### src/rtl/synth_pkg.sv
// Shared encodings for the voice allocator: per-voice state, control FSM
// state, picker decision reason and the packed velocity field positions.
package synth_pkg;

   typedef enum logic [1:0] {
      V_FREE      = 2'd0,
      V_ACTIVE    = 2'd1,
      V_RELEASING = 2'd2
   } vstate_t;

   typedef enum logic [1:0] {
      S_IDLE   = 2'd0,
      S_SEARCH = 2'd1,
      S_RETRIG = 2'd2
   } fsm_t;

   typedef enum logic [1:0] {
      R_SAME      = 2'd0,
      R_FREE      = 2'd1,
      R_RELEASING = 2'd2,
      R_STEAL     = 2'd3
   } reason_t;

   // velocity = {attack_level[31:16], decay_level[15:0]}
   localparam int ATTACK_MSB = 31;
   localparam int DECAY_MSB  = 15;

   function automatic int idx_bits(input int n);
      return (n > 1) ? $clog2(n) : 1;
   endfunction

endpackage

### src/rtl/voice_allocator_if.sv
// Note-event valid/ready channel into the voice allocator.
interface voice_allocator_if #(
   parameter int NOTE_BITS = 7,
   parameter int VEL_BITS  = 32
);
   logic                 ev_valid;
   logic                 ev_ready;
   logic                 ev_on;
   logic [NOTE_BITS-1:0] ev_note;
   logic [VEL_BITS-1:0]  ev_vel;

   modport master (output ev_valid, output ev_on, output ev_note, output ev_vel,
                   input  ev_ready);
   modport slave  (input  ev_valid, input  ev_on, input  ev_note, input  ev_vel,
                   output ev_ready);
endinterface

### src/rtl/voice_picker.sv
// Combinational voice selection: same-note match, lowest free, lowest
// releasing, else the oldest active voice by modular stamp age.
module voice_picker
   import synth_pkg::*;
#(
   parameter int NUM_VOICES = 8,
   parameter int NOTE_BITS  = 7,
   parameter int STAMP_BITS = 8,
   parameter int IDX_W      = 3
) (
   input  vstate_t                vstate    [NUM_VOICES],
   input  logic [NOTE_BITS-1:0]   vnote     [NUM_VOICES],
   input  logic [STAMP_BITS-1:0]  stamp     [NUM_VOICES],
   input  logic [STAMP_BITS-1:0]  alloc_cnt,
   input  logic                   is_on,
   input  logic [NOTE_BITS-1:0]   note,
   output logic                   found,
   output logic [IDX_W-1:0]       idx,
   output reason_t                reason
);

   logic                  same_hit, free_hit, rel_hit, steal_hit;
   logic [IDX_W-1:0]      same_idx, free_idx, rel_idx, steal_idx;
   logic [STAMP_BITS-1:0] age, best_age;

   always_comb begin
      same_hit  = 1'b0;
      free_hit  = 1'b0;
      rel_hit   = 1'b0;
      steal_hit = 1'b0;
      same_idx  = '0;
      free_idx  = '0;
      rel_idx   = '0;
      steal_idx = '0;
      age       = '0;
      best_age  = '0;
      // Walk downwards so the last hit written is the lowest index; >= on age
      // makes ties also resolve to the lowest index.
      for (int i = NUM_VOICES - 1; i >= 0; i--) begin
         age = alloc_cnt - stamp[i];
         if (vstate[i] == V_ACTIVE && vnote[i] == note) begin
            same_hit = 1'b1;
            same_idx = IDX_W'(i);
         end
         if (vstate[i] == V_FREE) begin
            free_hit = 1'b1;
            free_idx = IDX_W'(i);
         end
         if (vstate[i] == V_RELEASING) begin
            rel_hit = 1'b1;
            rel_idx = IDX_W'(i);
         end
         if (vstate[i] == V_ACTIVE && (!steal_hit || age >= best_age)) begin
            steal_hit = 1'b1;
            best_age  = age;
            steal_idx = IDX_W'(i);
         end
      end

      found  = same_hit;
      idx    = same_idx;
      reason = R_SAME;
      if (is_on && !same_hit) begin
         if (free_hit) begin
            found  = 1'b1;
            idx    = free_idx;
            reason = R_FREE;
         end else if (rel_hit) begin
            found  = 1'b1;
            idx    = rel_idx;
            reason = R_RELEASING;
         end else begin
            found  = steal_hit;
            idx    = steal_idx;
            reason = R_STEAL;
         end
      end
   end

endmodule

### src/rtl/voice_allocator.sv
// Polyphonic voice allocator: assigns note events to voices, gates their
// envelopes and recycles voices on the envelopes' available pulses.
module voice_allocator
   import synth_pkg::*;
#(
   parameter int NUM_VOICES = 8,
   parameter int NOTE_BITS  = 7,
   parameter int VEL_BITS   = 32,
   parameter int STAMP_BITS = 8
) (
   input  logic                           clk,
   input  logic                           rst,
   voice_allocator_if.slave               ev,
   input  logic [NUM_VOICES-1:0]          voice_avail,
   output logic [NUM_VOICES-1:0]          voice_en,
   output logic [NUM_VOICES*NOTE_BITS-1:0] voice_note,
   output logic [NUM_VOICES*VEL_BITS-1:0]  voice_vel,
   output logic                           ev_drop,
   output logic [4:0]                     active_cnt
);

   localparam int IDX_W = idx_bits(NUM_VOICES);

   fsm_t                  state;
   logic                  ev_on_p1;
   logic [NOTE_BITS-1:0]  ev_note_p1;
   logic [VEL_BITS-1:0]   ev_vel_p1;

   vstate_t               vstate   [NUM_VOICES];
   vstate_t               vstate_d [NUM_VOICES];
   logic [NOTE_BITS-1:0]  vnote    [NUM_VOICES];
   logic [VEL_BITS-1:0]   vvel     [NUM_VOICES];
   logic [STAMP_BITS-1:0] stamp    [NUM_VOICES];
   logic [STAMP_BITS-1:0] alloc_cnt;
   logic [IDX_W-1:0]      retrig_idx;
   logic [4:0]            cnt_d;

   logic                  pk_found;
   logic [IDX_W-1:0]      pk_idx;
   reason_t               pk_reason;

   assign ev.ev_ready = (state == S_IDLE);

   voice_picker #(
      .NUM_VOICES (NUM_VOICES),
      .NOTE_BITS  (NOTE_BITS),
      .STAMP_BITS (STAMP_BITS),
      .IDX_W      (IDX_W)
   ) u_picker (
      .vstate    (vstate),
      .vnote     (vnote),
      .stamp     (stamp),
      .alloc_cnt (alloc_cnt),
      .is_on     (ev_on_p1),
      .note      (ev_note_p1),
      .found     (pk_found),
      .idx       (pk_idx),
      .reason    (pk_reason)
   );

   // Next per-voice state: avail frees RELEASING voices, then the search
   // result overrides so an allocation beats a coinciding avail pulse.
   always_comb begin
      for (int i = 0; i < NUM_VOICES; i++) begin
         vstate_d[i] = vstate[i];
         if (voice_avail[i] && vstate[i] == V_RELEASING)
            vstate_d[i] = V_FREE;
      end
      if (state == S_SEARCH && pk_found)
         vstate_d[pk_idx] = ev_on_p1 ? V_ACTIVE : V_RELEASING;
      cnt_d = '0;
      for (int i = 0; i < NUM_VOICES; i++)
         if (vstate_d[i] == V_ACTIVE)
            cnt_d = cnt_d + 5'd1;
   end

   // Stage p1: event capture on acceptance.
   always_ff @(posedge clk) begin
      if (state == S_IDLE && ev.ev_valid) begin
         ev_on_p1   <= ev.ev_on;
         ev_note_p1 <= ev.ev_note;
         ev_vel_p1  <= ev.ev_vel;
      end
   end

   // Stage p2: search result / retrigger re-gate.
   always_ff @(posedge clk) begin
      if (rst) begin
         state      <= S_IDLE;
         voice_en   <= '0;
         ev_drop    <= 1'b0;
         active_cnt <= '0;
         alloc_cnt  <= '0;
         retrig_idx <= '0;
         for (int i = 0; i < NUM_VOICES; i++) begin
            vstate[i] <= V_FREE;
            vnote[i]  <= '0;
            vvel[i]   <= '0;
            stamp[i]  <= '0;
         end
      end else begin
         ev_drop    <= 1'b0;
         active_cnt <= cnt_d;
         for (int i = 0; i < NUM_VOICES; i++)
            vstate[i] <= vstate_d[i];
         case (state)
            S_IDLE: begin
               if (ev.ev_valid)
                  state <= S_SEARCH;
            end
            S_SEARCH: begin
               state <= S_IDLE;
               if (ev_on_p1) begin
                  vnote[pk_idx] <= ev_note_p1;
                  vvel[pk_idx]  <= ev_vel_p1;
                  stamp[pk_idx] <= alloc_cnt;
                  alloc_cnt     <= alloc_cnt + STAMP_BITS'(1);
                  if (pk_reason == R_SAME || pk_reason == R_STEAL) begin
                     voice_en[pk_idx] <= 1'b0;
                     retrig_idx       <= pk_idx;
                     state            <= S_RETRIG;
                  end else begin
                     voice_en[pk_idx] <= 1'b1;
                  end
               end else if (pk_found) begin
                  voice_en[pk_idx] <= 1'b0;
               end else begin
                  ev_drop <= 1'b1;
               end
            end
            S_RETRIG: begin
               voice_en[retrig_idx] <= 1'b1;
               state                <= S_IDLE;
            end
            default: state <= S_IDLE;
         endcase
      end
   end

   for (genvar g = 0; g < NUM_VOICES; g++) begin : g_pack
      assign voice_note[g*NOTE_BITS +: NOTE_BITS] = vnote[g];
      assign voice_vel[g*VEL_BITS +: VEL_BITS]    = vvel[g];
   end

endmodule

### src/flat_wrapper.sv
// flat-port wrapper written by rule: the top's interface ports become plain ports
module voice_allocator_flat import synth_pkg::*;
#(
   parameter int NUM_VOICES = 8,
   parameter int NOTE_BITS  = 7,
   parameter int VEL_BITS   = 32,
   parameter int STAMP_BITS = 8
)
  (clk, rst, voice_avail, voice_en, voice_note, voice_vel, ev_drop, active_cnt, ev_ev_valid, ev_ev_on, ev_ev_note, ev_ev_vel, ev_ev_ready);
  voice_allocator_if #(.NOTE_BITS(NOTE_BITS), .VEL_BITS(VEL_BITS)) ev_i ();
  input  logic clk;
  input  logic rst;
  input  logic [NUM_VOICES-1:0] voice_avail;
  output logic [NUM_VOICES-1:0] voice_en;
  output logic [NUM_VOICES*NOTE_BITS-1:0] voice_note;
  output logic [NUM_VOICES*VEL_BITS-1:0] voice_vel;
  output logic ev_drop;
  output logic [4:0] active_cnt;
  input wire logic [$bits(ev_i.ev_valid)-1:0] ev_ev_valid;
  input wire logic [$bits(ev_i.ev_on)-1:0] ev_ev_on;
  input wire logic [$bits(ev_i.ev_note)-1:0] ev_ev_note;
  input wire logic [$bits(ev_i.ev_vel)-1:0] ev_ev_vel;
  output wire logic [$bits(ev_i.ev_ready)-1:0] ev_ev_ready;
  assign ev_i.ev_valid = ev_ev_valid;
  assign ev_i.ev_on = ev_ev_on;
  assign ev_i.ev_note = ev_ev_note;
  assign ev_i.ev_vel = ev_ev_vel;
  assign ev_ev_ready = ev_i.ev_ready;
  voice_allocator #(.NUM_VOICES(NUM_VOICES), .NOTE_BITS(NOTE_BITS), .VEL_BITS(VEL_BITS), .STAMP_BITS(STAMP_BITS)) u_core (.clk(clk), .rst(rst), .ev(ev_i), .voice_avail(voice_avail), .voice_en(voice_en), .voice_note(voice_note), .voice_vel(voice_vel), .ev_drop(ev_drop), .active_cnt(active_cnt));
endmodule
### config.mk
export PLATFORM = sky130hd
export DESIGN_NAME = voice_allocator_flat
export DESIGN_NICKNAME = d
export VERILOG_FILES = /design/src/rtl/synth_pkg.sv /design/src/rtl/voice_allocator_if.sv /design/src/rtl/voice_picker.sv /design/src/rtl/voice_allocator.sv /design/src/flat_wrapper.sv
export SDC_FILE = /design/constraint.sdc
export NUM_CORES = 1
export LEC_CHECK = 0
export BUFFER_PORTS_ARGS = -buffer_cell sky130_fd_sc_hd__buf_2
export CORE_MARGIN = 3
export CORE_UTILIZATION = 40
export CTS_BUF_LIST = sky130_fd_sc_hd__clkbuf_4 sky130_fd_sc_hd__clkbuf_8
export CTS_CLUSTER_DIAMETER = 80
export DETAILED_ROUTE_END_ITERATION = 10
export PLACE_DENSITY = 0.7
export SETUP_SLACK_MARGIN = 0.05
export SLEW_MARGIN = 40
export SYNTH_ARGS = -nofsm -noshare
export SYNTH_HDL_FRONTEND = slang
export SYNTH_SLANG_ARGS = --single-unit
### constraint.sdc
create_clock -name clk -period 23.3 [get_ports clk]
set_input_delay 4.66 -clock clk [delete_from_list [all_inputs] [get_ports clk]]
set_output_delay 4.66 -clock clk [all_outputs]
set_load 0.02 [all_outputs]
==> impl_metrics.env, run 1 <==
export IMPL_synth_common_cells="296 x edfxtp_1, 263 x and2_1, 163 x dfxtp_1"
export IMPL_clkLatencyLatePin_ps=660
export IMPL_synth_cells=1998
export IMPL_power_share_sequential=0.506
export IMPL_tightestPinTransition_ps=813
export IMPL_clkPwrFrac=0.429
export IMPL_synthMuxAreaShare=0.0134
export IMPL_wire_per_inst_microns=20.6
export IMPL_antennaDiodeCount=0
export IMPL_ctsHoldBuffers=0
export IMPL_cts_htree_levels=3
export IMPL_grt_max_degree=48
export IMPL_post_route_util=0.491
export IMPL_fin_setup_tns_ps=0
export IMPL_crit_path_start_kind="flip-flop"
export IMPL_hold_viol_final=0
export IMPL_cts_tree="done"
export IMPL_vias=17018
export IMPL_p_int_mw=1.35
export IMPL_grt_usage=0.219
export IMPL_clock_path_buffers=3
export IMPL_synth_net_count=2180
export IMPL_max_slew_margin=0.457
export IMPL_finalNetCount=2582
export IMPL_placeableCoreArea_sq_mm=0.0545
export IMPL_cts_resized=0
export IMPL_cp_required_ps=23850
export IMPL_synth_compound_area_frac=0.122
export IMPL_finalSetupViolCount=0
export IMPL_yosysWarnings=0
export IMPL_final_setup_worst_slack_ps=4300
export IMPL_nFillCells=4991
export IMPL_vias_per_cell=5.31
export IMPL_swShare=0.249
export IMPL_worstPathArrival_ps=19550
export IMPL_drv_slew=0
export IMPL_cpMostUsedCell="ha_1"
export IMPL_slowest_stage="o22ai_2"
export IMPL_synth_cell_types=77
export IMPL_synthTopCellsByArea="edfxtp_1 40%, dfxtp_1 15%, and2_1 7.4%"
export IMPL_hold_path_class="flip-flop to flip-flop"
export IMPL_root_buffer="clkbuf_8"
export IMPL_dp_hpwl_microns=45500
export IMPL_die_x_microns=242
export IMPL_dieArea_sq_mm=0.0586
export IMPL_avgSynthCellArea_sq_um=11.1
export IMPL_cts_sinks=459
export IMPL_stdcell_count=3206
export IMPL_cts_setup_buffers=0
export IMPL_powerDensity_mw_per_mm2=67.4
export IMPL_max_freq_ghz=0.0526
export IMPL_async_flop_share=0
export IMPL_synth_largest_area_cell="edfxtp_1"
export IMPL_drt_wl_total_microns=66200
export IMPL_multiInputGateArea_sq_mm=0.00938
export IMPL_antenna_found_initial=2
export IMPL_clk_pin_slew_ps=60
export IMPL_p_total_mw=1.80
export IMPL_die_h_microns=242
export IMPL_drive_gt1_frac=0.244
export IMPL_grt_ovfl_total=0
export IMPL_layout_area_seq_sq_mm=0.0122
export IMPL_rsz0062_at_grt="false"
export IMPL_p_comb_frac=0.065
export IMPL_cap_viol_max_count=0
export IMPL_synthSimpleGateAreaFrac=0.155
export IMPL_cp_max_fo=19
export IMPL_synth_edf_count=296
export IMPL_cp_end_kind="flip-flop"
export IMPL_critical_path_class="flip-flop to flip-flop"
export IMPL_antenna_left=0
export IMPL_start_util=0.409
export IMPL_numCtsBuffers=79
export IMPL_ys_ff_latch=459
export IMPL_area_delta_synth_final_pct=20.0
export IMPL_synth_top_area_frac=0.399
export IMPL_min_period_over_period=0.815
export IMPL_synthXorXnorAreaFrac=0.0514
export IMPL_grt_pass1_wl_microns=100000
export IMPL_portBuffers=377
export IMPL_synth_fa_ha_area_frac=0.0763
export IMPL_skew_ps=38.2
export IMPL_gp_congestion=0.924
export IMPL_grt_pass1_vias=16990
export IMPL_ys_seq_area_frac=0.545
export IMPL_ios=378
export IMPL_synth_top_family_by_area="simple AND/OR/NAND/NOR gates"
export IMPL_synth_main_ff_cell="edfxtp_1"
export IMPL_final_min_clock_period_ps=19000
export IMPL_drc=0
export IMPL_syn_area_sq_mm=0.0223
export IMPL_place_ws_ps=4640
export IMPL_firstDrtPassIters=7
export IMPL_p_sw_mw=0.448
export IMPL_num_rows=85
export IMPL_status="finished clean"
export IMPL_ir_drop_uv=50.0
export IMPL_yosysMostFrequentCell="edfxtp_1"
export IMPL_cpPeakStageDelay_ps=610
export IMPL_dr_first_iter_drc_count=1273
export IMPL_dp_cells=3058
export IMPL_power_leakage_nw=11.3
-- registers in the layout (all words and copies together), names as in the netlist, 2 cells and up, named ones only --
signal	cells
u_core.active_cnt	5
u_core.alloc_cnt	8
u_core.ev_note_p1	7
u_core.ev_vel_p1	32
u_core.retrig_idx	3
u_core.stamp	64
u_core.state	2
u_core.voice_note	56
u_core.vstate	16
u_core.vvel	256
-- layout by cell type, fill, tap and decap left out, drive strengths merged, types with 7 or more instances in the layout --
cell / n
buf: 410
edfxtp: 296
and2: 263
dfxtp: 163
ha: 123
nor2: 122
nand2: 120
inv: 118
clkbuf: 104
a21oi: 102
o21ai: 95
xnor2: 82
a22o: 73
xor2: 47
clkinv: 32
a21o: 28
nand2b: 27
nand4: 27
mux2i: 23
nor2b: 16
o21bai: 16
o21a: 14
nand3: 11
nor3: 10
a31oi: 10
nor4: 10
o22ai: 9
fa: 8
clkinvlp: 7
and3: 7
-- layout make-up --
class	count	share of cell area
clock inverter	44	0.0141
tap	739	0.0346
timing repair buffer	410	0.0798
inverter	118	0.0170
clock buffer	104	0.0489
multi-input combinational	1332	0.351
sequential	459	0.455
-- final timing paths --
check	startpoint	end	slack, ps	cells after the start
setup / recovery	u_core.alloc_cnt[0]	u_core.active_cnt[4]	4300	86
hold / removal	u_core.stamp[34]	u_core.stamp[34]	480	2
setup reg to reg	u_core.alloc_cnt[0]	u_core.active_cnt[4]	4300	86
hold reg to reg	u_core.stamp[34]	u_core.stamp[34]	480	2
-- cells by family after synthesis --
logic type | count (synthesis)
AO/OA/AOI/OAI | 405
XOR/XNOR | 129
adder cells (fa/ha/maj) | 131
buffers and inverters | 207
flip-flops | 459
multiplexers | 29
AND/OR/NAND/NOR | 638
-- routing by layer --
metal  GRT usage  share of wire  up-vias
met2       0.373           0.48      759
met4      0.0875          0.036        0
met3      0.0473          0.078      163
met5           0              0        -
met1       0.271           0.41     8236
li1            -              -     7860
-- critical path, delay by kind of cell, from the launching register on --
family | cells | cell delay [ps]
compound gates | 37 | 8770
xor+xnor | 1 | 140
fa+ha+maj | 15 | 4230
buf+inv | 7 | 1040
flops | 1 | 430
mux | 3 | 990
simple gates | 23 | 3280
-- stage by stage --
| stage | hold WS (ps) | cell area (sq um) |
|---|---|---|
| after CTS | 486 | 26700 |
| after global placement | 468 | 25000 |
| after detailed placement | 474 | 25000 |
| after global routing | 503 | 26700 |
| after floorplan | 454 | 22300 |
| final | 478 | 26700 |
-- power groups by stage --
stage,clock network [mW],logic [mW],registers (mW)
floorplan,0,0.0483,0.942
global placement,0,0.116,0.927
detailed placement,0,0.118,0.928
CTS,0.789,0.118,0.911
global route,0.827,0.125,0.913
finish,0.772,0.118,0.911
No activity file was read; power rests on OpenSTA's default activity.
==> run 2, diff against run 1 <==
Settings changed: PLACE_DENSITY 0.7 to 0.72.
Clock period 23.3 ns to 15.7 ns, I/O delays scaled along.
==> run 2 against run 1 <==
  * Combinational power increased by 58%
  * Cell count increased by 1.7%
  * First-iteration DRC count decreased by 4.2%
  * Setup slack got worse by 4300 ps
  * Critical endpoint unchanged
==> impl_metrics.env, run 2 (synthesized netlist as in run 1, its figures left out) <==
export IMPL_critical_path_class="flip-flop to flip-flop"
export IMPL_dr_first_iter_drc_count=1220
export IMPL_min_to="u_core.stamp[53]"
export IMPL_p_sw_mw=0.644
export IMPL_min_period_over_period=0.999
export IMPL_cp_startpoint="u_core.alloc_cnt[0]"
export IMPL_skew_ps=26.9
export IMPL_regMostFlops="u_core.vvel"
export IMPL_ir_drop_uv=73.0
export IMPL_vias_per_cell=5.25
export IMPL_status="finished clean"
export IMPL_gp_congestion=0.918
export IMPL_p_int_mw=1.98
export IMPL_drv_slew=0
export IMPL_area_delta_synth_final_pct=24.8
export IMPL_drt_wl_total_microns=67300
export IMPL_p_comb_frac=0.071
export IMPL_root_buffer="clkbuf_8"
export IMPL_antenna_left=0
export IMPL_cts_sinks=459
export IMPL_vias=17109
export IMPL_wire_per_inst_microns=20.7
export IMPL_start_util=0.409
export IMPL_die_h_microns=242
export IMPL_r2r_end="u_core.active_cnt[4]"
export IMPL_crit_path_start_kind="flip-flop"
export IMPL_num_rows=85
export IMPL_min_from="u_core.stamp[53]"
export IMPL_final_common_cell="buf_2"
export IMPL_p_total_mw=2.62
export IMPL_stdcell_count=3259
export IMPL_tightestPinTransition_ps=1030
export IMPL_dp_cells=3079
export IMPL_placeableCoreArea_sq_mm=0.0545
export IMPL_cpPeakStageDelay_ps=400
export IMPL_post_route_util=0.511
export IMPL_cts_tree="done"
export IMPL_grt_pass1_vias=17005
export IMPL_die_x_microns=242
export IMPL_finalNetCount=2641
export IMPL_place_ws_ps=-469
export IMPL_clk_pin_slew_ps=60
export IMPL_ios=378
export IMPL_hold_viol_final=0
export IMPL_ctsHoldBuffers=0
export IMPL_antenna_found_initial=4
export IMPL_worstPathArrival_ps=16230
export IMPL_power_share_sequential=0.517
export IMPL_final_cell_mix="377 x buf_2, 296 x edfxtp_1, 261 x and2_1"
export IMPL_grt_usage=0.221
export IMPL_dp_hpwl_microns=46800
export IMPL_cp_required_ps=16240
export IMPL_max_slew_margin=0.311
export IMPL_drive_gt1_frac=0.295
export IMPL_portBuffers=377
export IMPL_firstDrtPassIters=5
export IMPL_r2r_start="u_core.alloc_cnt[0]"
export IMPL_power_leakage_nw=11.6
export IMPL_reg2reg_depth=86
export IMPL_r2r_slack_ps=20
export IMPL_largest_reg_flops=256
export IMPL_grt_pass1_wl_microns=100000
export IMPL_rsz0062_at_grt="true"
export IMPL_hold_path_class="flip-flop to flip-flop"
export IMPL_cpLargestDelayFamily="compound AO/OA/AOI/OAI gates"
export IMPL_final_setup_worst_slack_ps=18.8
export IMPL_drc=0
export IMPL_finalSetupViolCount=0
export IMPL_holdPathStages=2
export IMPL_slowest_stage="fa_1"
export IMPL_cp_max_fo=12
export IMPL_clkPwrFrac=0.412
export IMPL_cap_viol_max_count=0
export IMPL_cts_htree_levels=3
export IMPL_max_freq_ghz=0.0638
export IMPL_powerDensity_mw_per_mm2=94.2
export IMPL_cp_end_kind="flip-flop"
export IMPL_numCtsBuffers=78
export IMPL_grt_ovfl_total=0
export IMPL_clkLatencyLatePin_ps=660
export IMPL_final_min_clock_period_ps=15680
export IMPL_cp_num_buf_inv=10
export IMPL_grt_max_degree=48
export IMPL_whs_ps=481
export IMPL_swShare=0.246
export IMPL_clock_path_buffers=3
export IMPL_dieArea_sq_mm=0.0586
-- run 2: cell count changes in the layout (fill, tap and decap cells not counted), sizes merged, moves of 3 or more --
cell / change
clkbuf: +16
bufinv: -5
diode: +3
clkinv: -18
buf: +60
clkinvlp: -4
-- run 2: through the flow --
stage	area, sq um	TNS [ps]
after detailed placement	25500	-1150
final	27800	0
after CTS	27300	0
after global routing	27800	-2190
after global placement	25400	0
after floorplan	22600	0
-- run 2: what timing repair did --
| action | in CTS | in global routing |
|---|---|---|
| pin swaps | 12 | 43 |
| endpoints found under the setup margin | 4 | 4 |
| buffers inserted | 13 | 26 |
| resized for setup | 32 | 69 |
-- run 2: final cells by class --
class                           instances  area [sq um]
Sequential cell                       459         12200
Antenna cell                            3          7.51
Inverter                              118           460
Multi-Input combinational cell       1332         10000
Clock inverter                         18           113
Fill cell                            4791         26600
Clock buffer                          120          1460
Tap cell                              739           925
Timing Repair Buffer                  470          2680
-- run 2: per-layer routing --
layer  share of wire  track usage
met5               0            0
met4           0.033       0.0797
met3           0.072       0.0502
met2            0.49        0.381
met1            0.41        0.271
-- run 2: worst max path at each step --
| stage | end | slack, ps | cells past startpoint |
|---|---|---|---|
| floorplan | u_core.active_cnt[3] | 60 | 90 |
| global placement | u_core.active_cnt[3] | 140 | 85 |
| detailed placement | u_core.active_cnt[4] | -470 | 86 |
| CTS | u_core.active_cnt[4] | 50 | 87 |
| global route | u_core.active_cnt[4] | -660 | 88 |
| finish | u_core.active_cnt[4] | 20 | 86 |
-- run 2: tightest hold or removal path, stage by stage, from the launching register on --
cell	delay, ps
dfxtp_1	290
inv_1	60
o21ai_0	80
-- run 2: power groups by stage --
stage | sequential [mW] | clock (mW) | combinational (mW)
after floorplan | 1.40 | 0 | 0.0758
after global placement | 1.38 | 0 | 0.177
after detailed placement | 1.38 | 0 | 0.180
after CTS | 1.35 | 1.10 | 0.182
after global routing | 1.36 | 1.16 | 0.200
final | 1.35 | 1.08 | 0.187
==> run 3, diff against run 2 <==
Settings changed: CORE_MARGIN 3 to not set.
==> run 3 against run 2 <==
  * The run now ends with negative setup slack left
  * Via count is 0.36% higher
  * Non-clock buffer count unchanged
  * Flip-flop and latch count unchanged
  * Die area decreased by 3.3%
  * Maximum frequency fell by 0.60%
  * Highest routed layer unchanged
==> impl_metrics.env, run 3 (synthesized netlist as in run 1, its figures left out) <==
export IMPL_status="finished with violations"
export IMPL_violations="negative setup slack"
export IMPL_antenna_found_initial=1
export IMPL_num_rows=86
export IMPL_portBuffers=377
export IMPL_worstPathArrival_ps=16350
export IMPL_drv_slew=0
export IMPL_start_util=0.404
export IMPL_root_buffer="clkbuf_8"
export IMPL_crit_end="u_core.active_cnt[4]"
export IMPL_path_depth=86
export IMPL_cp_max_fo=8
export IMPL_skew_ps=42.7
export IMPL_cts_sinks=459
export IMPL_whs_ps=482
export IMPL_cp_end_kind="flip-flop"
export IMPL_r2r_start="u_core.alloc_cnt[0]"
export IMPL_finalNetCount=2643
export IMPL_post_route_util=0.506
export IMPL_dr_first_iter_drc_count=1150
export IMPL_finalSetupViolCount=1
export IMPL_ir_drop_uv=51.0
export IMPL_hold_path_class="flip-flop to flip-flop"
export IMPL_tightestPinTransition_ps=845
export IMPL_grt_pass1_vias=16869
export IMPL_place_area_sq_mm=0.0255
export IMPL_grt_max_degree=48
export IMPL_cpLargestDelayFamily="compound AO/OA/AOI/OAI gates"
export IMPL_area_delta_synth_final_pct=25.0
export IMPL_drt_wl_total_microns=66500
export IMPL_max_slew_margin=0.434
export IMPL_cpPeakStageDelay_ps=360
export IMPL_clock_path_buffers=3
export IMPL_cp_startpoint="u_core.alloc_cnt[0]"
export IMPL_regMostFlops="u_core.vvel"
export IMPL_clkLatencyLatePin_ps=680
export IMPL_drc=0
export IMPL_final_common_cell="buf_2"
export IMPL_cap_viol_max_count=0
export IMPL_r2r_end="u_core.active_cnt[4]"
export IMPL_slowest_stage="dfxtp_4"
export IMPL_hold_viol_final=0
export IMPL_cp_required_ps=16270
export IMPL_die_h_microns=238
export IMPL_clk_pin_slew_ps=60
export IMPL_min_period_over_period=1.00
export IMPL_critical_path_class="flip-flop to flip-flop"
export IMPL_largest_reg_flops=256
export IMPL_ios=378
export IMPL_cp_num_buf_inv=7
export IMPL_vias_per_cell=5.25
export IMPL_antenna_left=0
export IMPL_firstDrtPassIters=5
export IMPL_rsz0062_at_grt="true"
export IMPL_grt_ovfl_total=0
export IMPL_vias=17171
export IMPL_final_setup_worst_slack_ps=-75.3
export IMPL_cts_tree="done"
export IMPL_gp_congestion=0.873
export IMPL_placeableCoreArea_sq_mm=0.0551
export IMPL_power_leakage_nw=11.6
export IMPL_final_min_clock_period_ps=15780
export IMPL_grt_usage=0.227
export IMPL_p_total_mw=2.66
export IMPL_drive_gt1_frac=0.299
export IMPL_crit_path_start_kind="flip-flop"
export IMPL_final_cell_mix="378 x buf_2, 296 x edfxtp_1, 261 x and2_1"
export IMPL_final_area_sq_mm=0.0279
export IMPL_cpMostUsedCell="ha_1"
export IMPL_dp_hpwl_microns=45800
export IMPL_reg2reg_depth=86
export IMPL_powerDensity_mw_per_mm2=95.6
export IMPL_die_x_microns=238
export IMPL_dieArea_sq_mm=0.0566
export IMPL_max_freq_ghz=0.0634
export IMPL_wire_per_inst_microns=20.3
export IMPL_r2r_slack_ps=-80
export IMPL_cts_htree_levels=3
export IMPL_numCtsBuffers=79
export IMPL_grt_pass1_wl_microns=98100
run 3: cell types whose count changed in the layout (fill, tap and decap cells not counted), sizes merged:
cell,delta
diode,-1
clkbuf,-1
o22ai,+1
inv,+1
clkinvlp,+1
bufinv,+2
run 3: worst min-delay path by stage:
stage	from	to	slack [ps]	cells past startpoint
after floorplan	u_core.stamp[16]	u_core.stamp[16]	450	1
final	u_core.stamp[58]	u_core.stamp[58]	480	2
after global routing	u_core.stamp[21]	u_core.stamp[21]	500	2
after global placement	u_core.stamp[40]	u_core.stamp[40]	470	1
after CTS	u_core.stamp[45]	u_core.stamp[45]	480	2
after detailed placement	u_core.stamp[32]	u_core.stamp[32]	470	1
run 3: layer usage:
metal | global-route usage | wire, microns | up-vias
li1 | - | - | 7990
met1 | 0.290 | 28000 | 8350
met2 | 0.379 | 31600 | 686
met3 | 0.0379 | 4330 | 145
met4 | 0.0965 | 2480 | 0
met5 | 0 | 0 | -
run 3: through the flow:
stage | setup TNS, ps | worst slack (ps) | instances
final | -75.3 | -75.3 | 3271
after global routing | -2600 | -788 | 3270
after CTS | 0 | 50.0 | 3248
after detailed placement | -1610 | -570 | 3090
after global placement | 0 | 26.8 | 3088
after floorplan | 0 | 58.5 | 1998
run 3: worst min-delay path: cells and delay by family, from the launching register on:
family          cells  cell delay [ps]
flops               1              290
compound gates      1               70
buf+inv             1               60
run 3: layout make-up:
cell class | instances | area (sq um)
Antenna cell | 2 | 5.00
Clock buffer | 119 | 1430
Clock inverter | 22 | 200
Fill cell | 4902 | 27200
Inverter | 118 | 458
Multi-Input combinational cell | 1333 | 10000
Sequential cell | 459 | 12200
Tap cell | 748 | 936
Timing Repair Buffer | 470 | 2650
run 3: repair_timing:
action,CTS,global route
buffers inserted,15,23
pin swaps,17,52
endpoints found under the hold margin,0,0
cloned,2,0
resized for setup,29,82
setup endpoints to repair,4,4
hold buffers,0,0
run 3: power by group:
group / switching, mW / internal, mW / leakage [nW]
clock: 0.505 / 0.618 / 0.854
sequential: 0.0314 / 1.32 / 4.35
combinational: 0.128 / 0.0597 / 6.42
total: 0.664 / 2.00 / 11.6
